$ cat config.mk
export PLATFORM = sky130hd
export DESIGN_NAME = data_mem_responder
export DESIGN_NICKNAME = d
export VERILOG_FILES = /design/src/rtl/mem_pkg.sv /design/src/rtl/load_extend.sv /design/src/rtl/data_mem_responder.sv
export SDC_FILE = /design/constraint.sdc
export NUM_CORES = 2
export LEC_CHECK = 0
export ABC_AREA = 1
export CAP_MARGIN = 10
export CELL_PAD_IN_SITES_DETAIL_PLACEMENT = 1
export CELL_PAD_IN_SITES_GLOBAL_PLACEMENT = 2
export CORE_ASPECT_RATIO = 1.25
export CORE_UTILIZATION = 41
export CTS_BUF_LIST = sky130_fd_sc_hd__clkbuf_4
export CTS_CLUSTER_DIAMETER = 100
export DETAILED_ROUTE_END_ITERATION = 7
export GPL_TIMING_DRIVEN = 0
export HOLD_SLACK_MARGIN = 0.06
export PLACE_DENSITY_LB_ADDON = 0.1
export SYNTH_ARGS = -nofsm -noshare
export SYNTH_HDL_FRONTEND = slang
export SYNTH_SLANG_ARGS = --single-unit
$ cat constraint.sdc
create_clock -name i_clk -period 5.21 [get_ports i_clk]
set_input_delay 1.563 -clock i_clk [delete_from_list [all_inputs] [get_ports i_clk]]
set_output_delay 1.563 -clock i_clk [all_outputs]
set_load 0.02 [all_outputs]
$ cat src/rtl/mem_pkg.sv
// Shared definitions for the data memory responder: funct3 size codes, FSM encoding and
// request legality helpers.
package mem_pkg;

    localparam logic [2:0] F3_B  = 3'b000;
    localparam logic [2:0] F3_H  = 3'b001;
    localparam logic [2:0] F3_W  = 3'b010;
    localparam logic [2:0] F3_D  = 3'b011;
    localparam logic [2:0] F3_BU = 3'b100;
    localparam logic [2:0] F3_HU = 3'b101;
    localparam logic [2:0] F3_WU = 3'b110;

    typedef enum logic [1:0] {
        StIdle    = 2'd0,
        StAccess  = 2'd1,
        StRespond = 2'd2
    } state_t;

    // funct3[1:0] encodes log2 of the access size in bytes.
    function automatic logic misaligned(input logic [2:0] funct3, input logic [2:0] offset);
        logic r;
        case (funct3[1:0])
            2'd0:    r = 1'b0;
            2'd1:    r = offset[0];
            2'd2:    r = |offset[1:0];
            default: r = |offset;
        endcase
        return r;
    endfunction

    function automatic logic illegal_funct3(input logic write, input logic [2:0] funct3);
        return write ? funct3[2] : (funct3 == 3'b111);
    endfunction

endpackage

$ cat src/rtl/load_extend.sv
// Byte-lane selection: extracts and extends load data from a storage word, and merges store
// data into the size-selected lanes of a storage word.
module load_extend
    import mem_pkg::*;
#(
    parameter int WORDSIZE = 64
) (
    input  logic [WORDSIZE-1:0] i_word,
    input  logic [WORDSIZE-1:0] i_wdata,
    input  logic [2:0]          i_offset,
    input  logic [2:0]          i_funct3,
    output logic [WORDSIZE-1:0] o_load,
    output logic [WORDSIZE-1:0] o_store
);

    logic [5:0]          w_shamt;
    logic [WORDSIZE-1:0] w_shifted;
    logic [WORDSIZE-1:0] w_size_mask;
    logic [WORDSIZE-1:0] w_lane_mask;

    assign w_shamt   = {i_offset, 3'b000};
    assign w_shifted = i_word >> w_shamt;

    always_comb begin
        o_load = w_shifted;
        case (i_funct3)
            F3_B:    o_load = {{(WORDSIZE-8){w_shifted[7]}}, w_shifted[7:0]};
            F3_H:    o_load = {{(WORDSIZE-16){w_shifted[15]}}, w_shifted[15:0]};
            F3_W:    o_load = {{(WORDSIZE-32){w_shifted[31]}}, w_shifted[31:0]};
            F3_BU:   o_load = {{(WORDSIZE-8){1'b0}}, w_shifted[7:0]};
            F3_HU:   o_load = {{(WORDSIZE-16){1'b0}}, w_shifted[15:0]};
            F3_WU:   o_load = {{(WORDSIZE-32){1'b0}}, w_shifted[31:0]};
            F3_D:    o_load = w_shifted;
            default: o_load = w_shifted;
        endcase
    end

    always_comb begin
        w_size_mask = '1;
        case (i_funct3[1:0])
            2'd0:    w_size_mask = {{(WORDSIZE-8){1'b0}}, 8'hFF};
            2'd1:    w_size_mask = {{(WORDSIZE-16){1'b0}}, 16'hFFFF};
            2'd2:    w_size_mask = {{(WORDSIZE-32){1'b0}}, 32'hFFFF_FFFF};
            default: w_size_mask = '1;
        endcase
    end

    assign w_lane_mask = w_size_mask << w_shamt;
    assign o_store     = (i_word & ~w_lane_mask) | ((i_wdata << w_shamt) & w_lane_mask);

endmodule

$ cat src/rtl/data_mem_responder.sv
// Word-organised data memory with a valid/ready request port, fixed access latency and a
// held response, supporting RISC-V sized and sign/zero-extended loads and stores.
module data_mem_responder
    import mem_pkg::*;
#(
    parameter int WORDSIZE    = 64,
    parameter int DEPTH       = 32,
    parameter int WAIT_CYCLES = 1
) (
    input  logic                i_clk,
    input  logic                i_rst_n,
    input  logic                i_req_valid,
    output logic                o_req_ready,
    input  logic                i_req_write,
    input  logic [2:0]          i_req_funct3,
    input  logic [WORDSIZE-1:0] i_req_addr,
    input  logic [WORDSIZE-1:0] i_req_wdata,
    output logic                o_rsp_valid,
    input  logic                i_rsp_ready,
    output logic [WORDSIZE-1:0] o_rsp_rdata,
    output logic                o_rsp_fault,
    output logic                o_busy
);

    localparam int IDX_W = (DEPTH > 1) ? $clog2(DEPTH) : 1;
    localparam int CNT_W = (WAIT_CYCLES > 1) ? $clog2(WAIT_CYCLES) : 1;
    localparam logic [CNT_W-1:0]    CNT_LAST = CNT_W'(WAIT_CYCLES - 1);
    localparam logic [WORDSIZE-4:0] DEPTH_W  = (WORDSIZE-3)'(DEPTH);

    state_t              r_state;
    logic [CNT_W-1:0]    r_cnt;
    logic                r_write;
    logic [2:0]          r_funct3;
    logic [WORDSIZE-1:0] r_addr;
    logic [WORDSIZE-1:0] r_wdata;
    logic                r_rsp_valid;
    logic                r_rsp_fault;
    logic [WORDSIZE-1:0] r_rsp_rdata;
    logic [WORDSIZE-1:0] r_mem [DEPTH];

    logic [IDX_W-1:0]    w_idx;
    logic [WORDSIZE-4:0] w_word_idx;
    logic                w_fault;
    logic                w_last;
    logic                w_commit;
    logic [WORDSIZE-1:0] w_rd_word;
    logic [WORDSIZE-1:0] w_load;
    logic [WORDSIZE-1:0] w_store;

    assign w_idx      = r_addr[3 +: IDX_W];
    assign w_word_idx = r_addr[WORDSIZE-1:3];
    assign w_fault    = misaligned(r_funct3, r_addr[2:0]) || (w_word_idx >= DEPTH_W) ||
                        illegal_funct3(r_write, r_funct3);
    assign w_last     = (r_state == StAccess) && (r_cnt == CNT_LAST);
    // Reset forces r_state to idle asynchronously, so a pending store can never commit.
    assign w_commit   = w_last && r_write && !w_fault;
    assign w_rd_word  = r_mem[w_idx];

    load_extend #(
        .WORDSIZE (WORDSIZE)
    ) u_load_extend (
        .i_word   (w_rd_word),
        .i_wdata  (r_wdata),
        .i_offset (r_addr[2:0]),
        .i_funct3 (r_funct3),
        .o_load   (w_load),
        .o_store  (w_store)
    );

    always_ff @(posedge i_clk or negedge i_rst_n) begin
        if (!i_rst_n) begin
            r_state     <= StIdle;
            r_cnt       <= '0;
            r_write     <= 1'b0;
            r_funct3    <= '0;
            r_addr      <= '0;
            r_wdata     <= '0;
            r_rsp_valid <= 1'b0;
            r_rsp_fault <= 1'b0;
            r_rsp_rdata <= '0;
        end else begin
            case (r_state)
                StIdle: begin
                    if (i_req_valid) begin
                        r_state  <= StAccess;
                        r_cnt    <= '0;
                        r_write  <= i_req_write;
                        r_funct3 <= i_req_funct3;
                        r_addr   <= i_req_addr;
                        r_wdata  <= i_req_wdata;
                    end
                end
                StAccess: begin
                    if (w_last) begin
                        r_state     <= StRespond;
                        r_cnt       <= '0;
                        r_rsp_valid <= 1'b1;
                        r_rsp_fault <= w_fault;
                        r_rsp_rdata <= (w_fault || r_write) ? '0 : w_load;
                    end else begin
                        r_cnt <= r_cnt + 1'b1;
                    end
                end
                StRespond: begin
                    if (i_rsp_ready) begin
                        r_state     <= StIdle;
                        r_rsp_valid <= 1'b0;
                        r_rsp_fault <= 1'b0;
                        r_rsp_rdata <= '0;
                    end
                end
                default: r_state <= StIdle;
            endcase
        end
    end

    // Storage has no reset so its contents survive one.
    always_ff @(posedge i_clk) begin
        if (w_commit) begin
            r_mem[w_idx] <= w_store;
        end
    end

    assign o_req_ready = (r_state == StIdle);
    assign o_busy      = (r_state != StIdle);
    assign o_rsp_valid = r_rsp_valid;
    assign o_rsp_fault = r_rsp_fault;
    assign o_rsp_rdata = r_rsp_rdata;

endmodule
==> summary.md <==
| Metric | Value |
|---|---|
| Post-DP Area | between 90000 and 100000 sq um |
| Slew HR | 11.7% |
| Synth unique cells | 43 |
| Max cap viols | 0 |
| GRT Resource Usage Total | around 33% |
| WS Path Type | flip-flop to flip-flop |
| Layout area overhead | 20.0% |
| Area contributors post-synth | edfxtp_1 (69%), nand2_1 (12%), a22oi_1 (6.3%) |
| ANT nets after route | 0 |
| CP required | 6.17 ns |
| Placeable Area | 217000 sq um |
| DP Wirelength | 261000 microns |
| Die Footprint | 219000 sq um |
| Syn Inst Count | 7091 |
| Number of slew-limit violations in the final report | 0 |
| Critical path startpoint category | flip-flop |
| Cell family with most CP delay | compound AO/OA/AOI/OAI gates |
| Fmax | 0.193 GHz |
| Top Ports | 204 |
| Ys Warns | 0 |
| Starting density of the core | 41.2% |
| Cell area after layout | 107000 sq um |
| Later-pin clock latency in the skew report | 1.38 ns |
| Worst setup path startpoint | r_addr[0] |
| CP endpoint kind | flip-flop |
| Clk pin slew, worst setup/hold paths | 0.06 ns |
| Root Driver | clkbuf_4 |
| Wirelength per Cell | 32.5 microns |
| RR Endpoint | r_mem[30][44] |
| Row count | between 150 and 200 |
| Endpoints failing setup | 0 |
| Total number of vias | between 60000 and 70000 |
| Die H | 523 microns |
| Hold WC Path Type | input port to async pin |
| Fin crit share | 99.6% |
| Overall power | 77.9 mW |
| R2r setup slk | 0.02 ns |
| Yosys reg bits | 2249 |
| Clk_skew | 0.130 ns |
| Commonest non-fill, non-tap cell in the layout | nand2_1 |
| Pwr dens | 728 nW/um^2 |
| Drt total wl | 370000 microns |
| R2r worst-path depth | 10 |
| Largest stage delay, worst path | 0.99 ns |
| CTS tree | done |
| Vias in the first global route | 66600 |
| Mean Syn Cell Area | 12.6 sq um |
| Fraction of layout instances using a drive strength above 1 | 17.3% |
| Sequential area share after synthesis | 74.6% |
| Slowest cell on the critical path | o22ai_1 |
| Total CTS buffers | 582 |
| Global route total overflow | 0 |
| Crit path arrival time | 6.15 ns |
| Hold slack | approximately 0.22 ns |
| Initial DRC count | 6414 |
| Largest net degree at the start of global routing | 114 |
| RSZ-0062 raised after global routing | no |
| Yosys top cell area share | 69.0% |
| Critical path cell sequence | inv_1, buf_2, clkbuf_1, clkbuf_1, nand2_1, nand2_1, o21ai_0, o22ai_1, nor2_1, a31oi_4 |
| Synth area leader | edfxtp_1 |
| Worst vdd ir | just under 0.7 mV |
| Clock sinks | roughly 2200 |
| CTS Buffer Depth | 4 |
| Final Hold Viols | 0 |
| Die Wd | ~420 microns |
| Synth Cell Area | 89200 sq um |
| CP max FO | 32 |
| Leakage | 40.4 nW |
| Initial antenna violation count | 19 |
| Number of port buffers | 203 |
| Setup TNS | 0 ns |
| Status | finished, final reports clean |
| Buffers plus inverters on the worst setup path | 4 |
| H-tree level count | 6 |
| First-pass GRT wire length | 508000 microns |
| Final Critical Period | 5.19 ns |
| Worst Tran Pin Value | 1.32 ns |
| DR vias/cell | 5.74 |
| R2r startpoint | r_addr[0] |
| Routability congestion estimate from global placement | 0.942 |
| Residual DRC | 0 |
| Commonest non-fill, non-tap cells in the layout | nand2_1 (2787), edfxtp_1 (2048), clkbuf_4 (837), a22oi_1 (752), clkdlybuf4s50_1 (202) |
| Syn nets | 7227 |
| DR pass1 iterations | 7 |
| Layout Nets | 8224 |
==> final cells by class <==
type                            count  area [sq um]
Inverter                           66           249
Tap cell                         2895          3620
Sequential cell                  2249         66500
Timing Repair Buffer              414          6120
Multi-Input combinational cell   4371         21200
Clock buffer                      837          6280
Buffer                            404          1960
Fill cell                       22600        110000
Clock inverter                    143          1010
Antenna cell                       14          35.0
==> metal layers <==
metal / vias to the layer above / routed length (microns) / global-route usage (%)
li1: 27900 / - / -
met1: 33700 / 142000 / 41.8
met2: 2966 / 183000 / 56.5
met3: 754 / 27100 / 5.54
met4: 12 / 17900 / 15.3
met5: - / 84 / 0
==> registers in the layout, indices dropped and copies added, names as in the netlist <==
signal	count
o_rsp_fault	1
o_rsp_rdata	64
o_rsp_valid	1
r_addr	64
r_cnt	1
r_funct3	3
r_mem	2048
r_state	2
r_wdata	64
r_write	1
==> cells by family after synthesis <==
| group | share of synthesized area [%] |
|---|---|
| mux | 0.0561 |
| buf+inv | 2.48 |
| compound gates | 8.46 |
| flops | 74.6 |
| simple gates | 14.4 |
==> where the power goes <==
group / leakage [nW] / internal, mW / total [mW] / switching (mW)
sequential: 21.1 / 27.7 / 28.2 / 0.475
combinational: 14.9 / 7.82 / 34.2 / 26.4
clock: 4.32 / 8.09 / 15.5 / 7.42
total: 40.4 / 43.6 / 77.9 / 34.3
==> through the flow <==
step | setup slack, ns | instances | util (%)
after global placement | -7.90 | 10200 | 43.8
after detailed placement | -0.270 | 10400 | 45.9
final | 0.0189 | 11400 | 49.4
after global routing | 0.0323 | 11400 | 49.4
after floorplan | 0.181 | 7091 | -
after CTS | 0.0338 | 11400 | 49.3
==> Yosys cell counts <==
| library cell | count |
|---|---|
| a22oi_1 | 752 |
| nand3b_1 | 2 |
| a22o_1 | 2 |
| buf_2 | 196 |
| a21oi_1 | 132 |
| mux2i_1 | 5 |
| o31ai_1 | 1 |
| clkbuf_1 | 142 |
| nor4_2 | 1 |
| and2_0 | 1 |
| nor3_4 | 1 |
| buf_4 | 22 |
| nand2_1 | 2787 |
| or2_1 | 1 |
| o21ai_0 | 101 |
| a211oi_1 | 1 |
| nand2_4 | 2 |
| inv_2 | 13 |
| o22ai_1 | 12 |
| nor2_2 | 4 |
| or2_2 | 8 |
| nor2_8 | 2 |
| and2_1 | 5 |
| o21ai_1 | 43 |
| nor3_1 | 17 |
| o2111ai_1 | 2 |
| clkinv_1 | 3 |
| o21a_1 | 2 |
| edfxtp_1 | 2048 |
| a31oi_1 | 25 |
| nor4_1 | 17 |
| clkbuf_2 | 1 |
| nand3_1 | 127 |
| nand4_1 | 80 |
| o221ai_1 | 18 |
| nor3_2 | 6 |
| buf_6 | 15 |
| buf_1 | 29 |
| inv_1 | 50 |
| nand2_2 | 1 |
| dfrtp_1 | 201 |
| nor2_1 | 204 |
| o211ai_1 | 9 |
==> how the worst max path moves through the flow <==
stage / slack (ns) / cells past startpoint / end
global route: 0.03 / 10 / r_mem[6][58]
global placement: -7.90 / 9 / r_mem[22][7]
CTS: 0.03 / 14 / r_mem[21][26]
detailed placement: -0.27 / 11 / r_mem[14][33]
floorplan: 0.18 / 9 / r_mem[0][0]
finish: 0.02 / 10 / r_mem[30][44]
==> timing repair <==
item	CTS	global route
pin swaps	1	6
buffers inserted	1	15
setup endpoints to repair	69	93
resized for setup	1	2
hold buffers	0	0
(Power assumes the default switching activity.)
